## config.mk

```make
export PLATFORM = sky130hd
export DESIGN_NAME = nubus_arb_sequencer
export DESIGN_NICKNAME = d
export VERILOG_FILES = /design/src/rtl/nubus_pkg.sv /design/src/rtl/nubus_bus_tracker.sv /design/src/rtl/nubus_arb_sequencer.sv
export SDC_FILE = /design/constraint.sdc
export NUM_CORES = 1
export LEC_CHECK = 0
export ABC_AREA = 1
export BUFFER_PORTS_ARGS = -buffer_cell sky130_fd_sc_hd__buf_2
export CORE_MARGIN = 2
export CORE_UTILIZATION = 45
export DETAILED_ROUTE_END_ITERATION = 16
export GPL_TIMING_DRIVEN = 0
export HOLD_SLACK_MARGIN = 0.06
export PLACE_DENSITY = 0.66
export SLEW_MARGIN = 25
export SYNTH_ARGS = -nofsm -noshare
export SYNTH_HDL_FRONTEND = slang
export SYNTH_SLANG_ARGS = --single-unit
```

## constraint.sdc

```tcl
create_clock -name nub_clkn -period 2 [get_ports nub_clkn]
set_input_delay 0.3 -clock nub_clkn [delete_from_list [all_inputs] [get_ports nub_clkn]]
set_output_delay 0.3 -clock nub_clkn [all_outputs]
set_load 0.03 [all_outputs]
```

## src/rtl/nubus_pkg.sv

```systemverilog
// nubus_pkg: shared NuBus arbitration types and constants
// Ports: none (package)
package nubus_pkg;
    localparam int NUBUS_MIN_ARB_CYCLES = 2;
    typedef enum logic [2:0] {IDLE, WAIT_FAIR, ARB, WAIT_BUS, GRANT, OWN} arb_st_t;
endpackage

```

## src/rtl/nubus_bus_tracker.sv

```systemverilog
// nubus_bus_tracker: tracks whether a NuBus transaction is in flight
// Ports: clk/rst (sync, active high), startn_i/ackn_i sampled START*/ACK*,
//        bus_free_o = no tenure open, or the open one is acknowledging this cycle
module nubus_bus_tracker (
    input  logic clk,
    input  logic rst,
    input  logic startn_i,
    input  logic ackn_i,
    output logic bus_free_o
);
    logic busy_q, busy_d;
    // START with ACK is an attention cycle and leaves the flag alone
    always_comb busy_d = (~ackn_i & startn_i) ? 1'b0 : (ackn_i & ~startn_i) ? 1'b1 : busy_q;
    always_ff @(posedge clk) busy_q <= rst ? 1'b0 : busy_d;
    assign bus_free_o = ~busy_q | ~ackn_i;
endmodule

```

## src/rtl/nubus_arb_sequencer.sv

```systemverilog
// nubus_arb_sequencer: sequences this card's NuBus bus request, arbitration and tenure
// Ports: nub_clkn/nub_reset clock and sync active-high reset; nub_rqstn/nub_startn/nub_ackn
//        sampled bus lines; arb_grant contender result; arbcyn/rqst_oe contender and RQST*
//        drives; mst_req/mst_busy from the local master; mst_grant start pulse, mst_owner tenure
module nubus_arb_sequencer import nubus_pkg::*; #(
    parameter int ARB_CYCLES = NUBUS_MIN_ARB_CYCLES,
    parameter bit FAIR       = 1'b1
) (
    input  logic nub_clkn,
    input  logic nub_reset,
    input  logic nub_rqstn,
    input  logic nub_startn,
    input  logic nub_ackn,
    input  logic arb_grant,
    output logic arbcyn,
    output logic rqst_oe,
    input  logic mst_req,
    output logic mst_grant,
    input  logic mst_busy,
    output logic mst_owner
);
    localparam int CW = $clog2(ARB_CYCLES + 1);
    localparam logic [CW-1:0] ARB_MAX = CW'(ARB_CYCLES);
    arb_st_t state_q, state_d;
    logic [CW-1:0] arb_cnt_q, arb_cnt_d, arb_cnt_inc;
    logic fair_hold_q, fair_hold_d, busy_seen_q, busy_seen_d, bus_free;
    nubus_bus_tracker u_bus (
        .clk       (nub_clkn),
        .rst       (nub_reset),
        .startn_i  (nub_startn),
        .ackn_i    (nub_ackn),
        .bus_free_o(bus_free)
    );
    // the window is judged on the count including the current ARB cycle
    assign arb_cnt_inc = (arb_cnt_q == ARB_MAX) ? arb_cnt_q : arb_cnt_q + CW'(1);
    always_comb begin
        state_d     = state_q;
        arb_cnt_d   = arb_cnt_q;
        fair_hold_d = fair_hold_q;
        busy_seen_d = 1'b0;
        case (state_q)
            IDLE:
                if (mst_req) begin
                    if (FAIR && fair_hold_q && !nub_rqstn) state_d = WAIT_FAIR;
                    else begin
                        state_d     = ARB;
                        arb_cnt_d   = '0;
                        fair_hold_d = 1'b0;
                    end
                end
            WAIT_FAIR:
                if (!mst_req) state_d = IDLE;
                else if (nub_rqstn) begin
                    state_d     = ARB;
                    arb_cnt_d   = '0;
                    fair_hold_d = 1'b0;
                end
            ARB:
                if (!mst_req) state_d = IDLE;
                else if (!nub_startn) arb_cnt_d = '0;
                else if (arb_cnt_inc == ARB_MAX && arb_grant) state_d = WAIT_BUS;
                else arb_cnt_d = arb_cnt_inc;
            WAIT_BUS:
                if (!mst_req) state_d = IDLE;
                else if (!arb_grant) begin
                    state_d   = ARB;
                    arb_cnt_d = '0;
                end else if (bus_free) state_d = GRANT;
            GRANT: state_d = OWN;
            OWN: begin
                busy_seen_d = busy_seen_q | mst_busy;
                if (busy_seen_q && !mst_busy) begin
                    state_d     = IDLE;
                    fair_hold_d = FAIR;
                end
            end
            default: state_d = IDLE;
        endcase
    end
    always_ff @(posedge nub_clkn) begin
        if (nub_reset) begin
            state_q     <= IDLE;
            arb_cnt_q   <= '0;
            fair_hold_q <= 1'b0;
            busy_seen_q <= 1'b0;
        end else begin
            state_q     <= state_d;
            arb_cnt_q   <= arb_cnt_d;
            fair_hold_q <= fair_hold_d;
            busy_seen_q <= busy_seen_d;
        end
    end
    assign rqst_oe   = (state_q == ARB) || (state_q == WAIT_BUS);
    assign arbcyn    = ~rqst_oe;
    assign mst_grant = state_q == GRANT;
    assign mst_owner = mst_grant || (state_q == OWN);
endmodule
```

* After elaboration in Yosys (flattened, before gate mapping)
Cells that the tools add are included.
** Storage, ports and cells
- Register bits after elaboration :: 8
- Input bits :: 8
- Output and inout port bits :: 4
- Word-level logic and storage cells :: 79
** Operators by class
- Add/sub/neg operators :: 1
- Equal/unequal tests :: 20
- Multiplexer cells :: 29
- Bitwise logic cells :: 9
- Reduce and logical (&&, ||, !) cells :: 15
** Operators with widths (count)
- $mux 3 :: 10
- $mux 2 :: 11
- $pmux 3 s6 :: 1
- $ne 2x2->1 const B :: 8
- $ne 3x3->1 const B :: 4
- $reduce_and 6->1 :: 2
- $reduce_and 9->1 :: 1
- $pmux 2 s4 :: 1
- $eq 3x2->1 const B :: 2
- $eq 3x3->1 const B :: 2
- $mux 1 :: 5
- $not 1->1 :: 5
- $eq 2x2->1 const B :: 2
- $ne 4x4->1 const B :: 1
- $reduce_bool 4->1 :: 1
- $reduce_or 2->1 :: 2
- $eq 3x1->1 const B :: 1
- $logic_and 1x1->1 :: 3
- $logic_not 3->1 :: 1
- $pmux 1 s3 :: 1
- $reduce_bool 3->1 :: 1
- $add 2x1->2 const B :: 1
- $and 1x1->1 :: 2
- $logic_not 1->1 :: 2
- 2 further kinds :: 4

* Logic depth before layout (Yosys ltp)
- Depth after elaboration :: 8
- Gate-level depth with buffers :: 10
- Depth with buffers taken out :: 9

* Hierarchy
A second synthesis with hierarchy kept.
** Second synthesis, totals
- Cell total of the unflattened synthesis :: 106
- Area total of the unflattened synthesis :: 636.9 um2
** Modules (own cells, without submodules)
- nubus_arb_sequencer :: instances 1, cells an instance 100, area an instance 593.1 um2
- nubus_bus_tracker :: instances 1, cells an instance 6, area an instance 43.8 um2

* Least setup slack after synthesis
OpenSTA, ideal clock, no wires.
- Path kind :: flip-flop to flip-flop
- From :: register state_q[2]
- To :: register state_q[0]
- Library setup time :: 64 ps
- Arrival time :: 1271 ps
- Required time :: 1936 ps
- Setup slack :: 665 ps
- Stages on the path, launching flop included :: 8
- Buffers on the path :: 1
- Path through :: dfxtp_1 -> buf_6 -> inv_4 -> nor3_2 -> nor2_1 -> nand3_1 -> nand2_1 -> nor2_1
** Between the ends
- Elaborated cells between the ends (all ways) :: 14
- Those cells by class :: eq/ne: 11; mux: 1; reduce/logical: 2
** RTL lines
- start: declaration :: RTL line nubus_arb_sequencer.sv:24 : arb_st_t state_q, state_d;
- start signal: assignment :: RTL line nubus_arb_sequencer.sv:87 : state_q <= state_d;
- $eq 3x3->1
- named net mst_grant :: RTL line nubus_arb_sequencer.sv:18 : output logic mst_grant,
- $pmux 3 s6 :: RTL line nubus_arb_sequencer.sv:41 : case (state_q)
The timed path passes the listed nets, and every way through them passes these cells.
A chain may end at the register's enable or synchronous reset.

* Worst setup path after layout
- From :: register state_q[2]
- To :: output port mst_grant
** Between the ends
- Cells in the longest elaborated chain, start to end :: 1
** Ends and longest elaborated chain
- $eq 3x3->1 :: RTL line nubus_arb_sequencer.sv:95 : assign mst_grant = state_q == GRANT;
- end: declaration :: RTL line nubus_arb_sequencer.sv:18
Every way passes these cells.

==> flow_summary_export.csv <==
group,metric,value,unit
routing,drc,0,
clocking,cts-root-buf,"clkbuf_4",
placed_design,gp_congestion,0.833,
grt,grt_pass1_vias,641,
pwr,p_int,547,uW
synthesis,yosysSeqAreaShare,23.8,%
routing,ant_nets,0,
cells_and_area,finalCoreUtilization,56.9,%
floorplanning,coreArea,1350,um2
floorplanning,start_util,49.8,%
routing,vias,716,
synthesis,postSynthCellCount,111,
routing,wire_per_inst,10.2,um
clocking,cts_buffer_depth,2,
clocking,clk_pin_slew,0.06,ns
timing,hold_viol_final,0,
floorplanning,die_y,42.6,um
routing,drt_iter0_markers,16,
run_status,outcome,"finished clean",
cells_and_area,diodes,0,
timing,tightest_slew,0.255,ns
pwr,combPwrFrac,67.8,%
timing,max_freq,648,MHz
timing,holdWs,0.279,ns
cells_and_area,final_cell_mix,"nand2_1, nor2_1, inv_1, nand3_1, buf_2",
synthesis,synth.ff_latch_count,8,
timing,finalSetupTns,0,ns
grt,grt_pass1_wl,2.55,mm
pwr,power.density,1480,nW/um2
clocking,htreeDepth,1,
cells_and_area,final_cells,140,
synthesis,postSynthAreaPerCell,6.05,um2
routing,wl_met1,755,um
grt,grt_util_all_layers,17.9,%
worst_setup_path,cp_data_required_time,1.70,ns
pwr,leakagePower,0.417,nW
routing,route.met2.wl,583,um
floorplanning,io_pins,12,
clocking,cts_buffers,3,
clocking,cts_resized,0,
clocking,ctsHoldBuffers,0,
floorplanning,row_count,13,
timing,setup_viol,0,
clocking,clk_latency,0.25,ns
synthesis,yosysWarnings,0,
pwr,clkPwrFrac,10.9,%
clocking,cts_tree,"yes",
routing,viasPerCell,5.11,
timing,rsz0062_at_grt,"no",
cells_and_area,nNetsFinal,136,
cells_and_area,nFillCells,143,
timing,fin_crit,1.54,ns
worst_setup_path,reg2reg_from,"arb_cnt_q[1]",
pwr,p_seq_share,21.3,%
clocking,clock-sinks,8,
synthesis,syn_nets,120,
pwr,peakVddDrop,0.774,mV
min_path,hp-class,"in -> reg",
clocking,cts_setup_buffers,0,
pwr,netSwitchingFraction,51.9,%
flow_run,drv_cap,0,
floorplanning,die_x,42.6,um
worst_setup_path,cp_max_fo,9,
worst_setup_path,cp-start-kind,"register",
grt,antenna_found_initial,0,
routing,firstDrtPassIters,4,
placed_design,port_buffers,11,
grt,overflow,0,
cells_and_area,final_common_cell,"nand2_1",
worst_setup_path,critPathCaptureType,"output pin",
timing,finalMaxSlewViolations,0,
min_path,hp-start,"nub_startn",
pwr,switchingPower,591,uW
synthesis,syn_area,672,um2
routing,routed_wl,1.43,mm
worst_setup_path,startpoint,"state_q[2]",
cells_and_area,syn_to_final_growth,14.3,%
timing,fin_skew,0.00389,ns
placed_design,placed_cells,137,
placed_design,hpwl,1.13,mm
worst_setup_path,criticalPathCategory,"reg -> out",
cells_and_area,drive_above_1_share,24.0,%
timing,finalCritPeriodShare,77.1,%
timing,slew_headroom,83.0,%
floorplanning,die_area,1820,um2
synthesis,synth_cell_types,19,
routing,top_layer_used,"met4",
routing,route.met3.wl,80,um
worst_setup_path,arrival,1.24,ns
grt,grt_start_max_net_pins,10,
## metrics by stage
stage | instance area (um2) | worst slack (ns) | total power, mW
finish | 768 | 0.458 | 1.14
global route | 768 | 0.378 | 1.26
floorplan | 672 | 0.665 | 0.871
detailed placement | 746 | 0.656 | 1.02
global placement | 746 | 0.626 | 1.01
CTS | 768 | 0.447 | 1.15
## synth_stat cells
| cell type | instances | share of area, % |
|---|---|---|
| o21ai_0 | 2 | 1.5 |
| ha_1 | 1 | 1.9 |
| nand2_1 | 27 | 15 |
| nor2_8 | 1 | 3.0 |
| inv_1 | 13 | 7.3 |
| inv_4 | 2 | 1.9 |
| nor2_1 | 23 | 13 |
| inv_2 | 1 | 0.56 |
| nand4_1 | 3 | 2.8 |
| nor2_2 | 3 | 2.8 |
| buf_6 | 2 | 3.4 |
| dfxtp_1 | 8 | 24 |
| a21oi_1 | 5 | 3.7 |
| nand3_1 | 12 | 8.9 |
| nor3_2 | 1 | 1.5 |
| nor2_4 | 1 | 1.7 |
| nand3_2 | 3 | 4.5 |
| nor3b_1 | 1 | 1.1 |
| nand2_2 | 2 | 1.9 |
## worst paths after layout
check / end / slack, ns / cells past startpoint
max: mst_grant / 0.46 / 4
min: u_bus.busy_q / 0.28 / 2
max reg2reg: state_q[1] / 0.64 / 9
min reg2reg: u_bus.busy_q / 0.48 / 2
## worst max-delay path, cell delays in order, from the launching register on
cell,delay [ns]
dfxtp_1,0.32
buf_6,0.17
inv_4,0.08
nor3_2,0.18
buf_2,0.24
## cell families (layout without fill, tap and decap cells)
| logic type | Yosys count | in the layout | share of synthesized area, % |
|---|---|---|---|
| buffers and inverters | 18 | 32 | 13.0 |
| DFF | 8 | 8 | 23.8 |
| adders and majority gates | 1 | 1 | 1.86 |
| and+or+nand+nor | 77 | 77 | 56.1 |
| AOI/OAI and AO/OA | 7 | 7 | 5.21 |
## cell type report
type	count	area, um2	area share [%]
Multi-Input combinational cell	85	424	55.2
Sequential cell	8	160	20.8
Inverter	16	65.1	8.47
Timing Repair Buffer	11	55.1	7.17
Clock buffer	3	22.5	2.93
Buffer	2	22.5	2.93
Tap cell	15	18.8	2.44
## metal layers
metal / vias to the layer above / global-route usage (%)
li1: 384 / -
met1: 307 / 25.6
met2: 23 / 26.1
met3: 2 / 1.72
met4: 0 / 9.38
met5: - / 0
## state kept, by name (all words and copies together) (netlist names)
name,count
state_q,3
arb_cnt_q,2
busy_seen_q,1
fair_hold_q,1
u_bus.busy_q,1
## power groups by stage
stage               clock network, mW  registers [mW]  logic, mW
floorplan                           0           0.239      0.632
global placement                    0           0.245      0.766
detailed placement                  0           0.245      0.770
CTS                             0.130           0.242      0.774
global route                    0.134           0.247      0.881
finish                          0.124           0.243      0.771
Power figures use the tool's default switching activity.
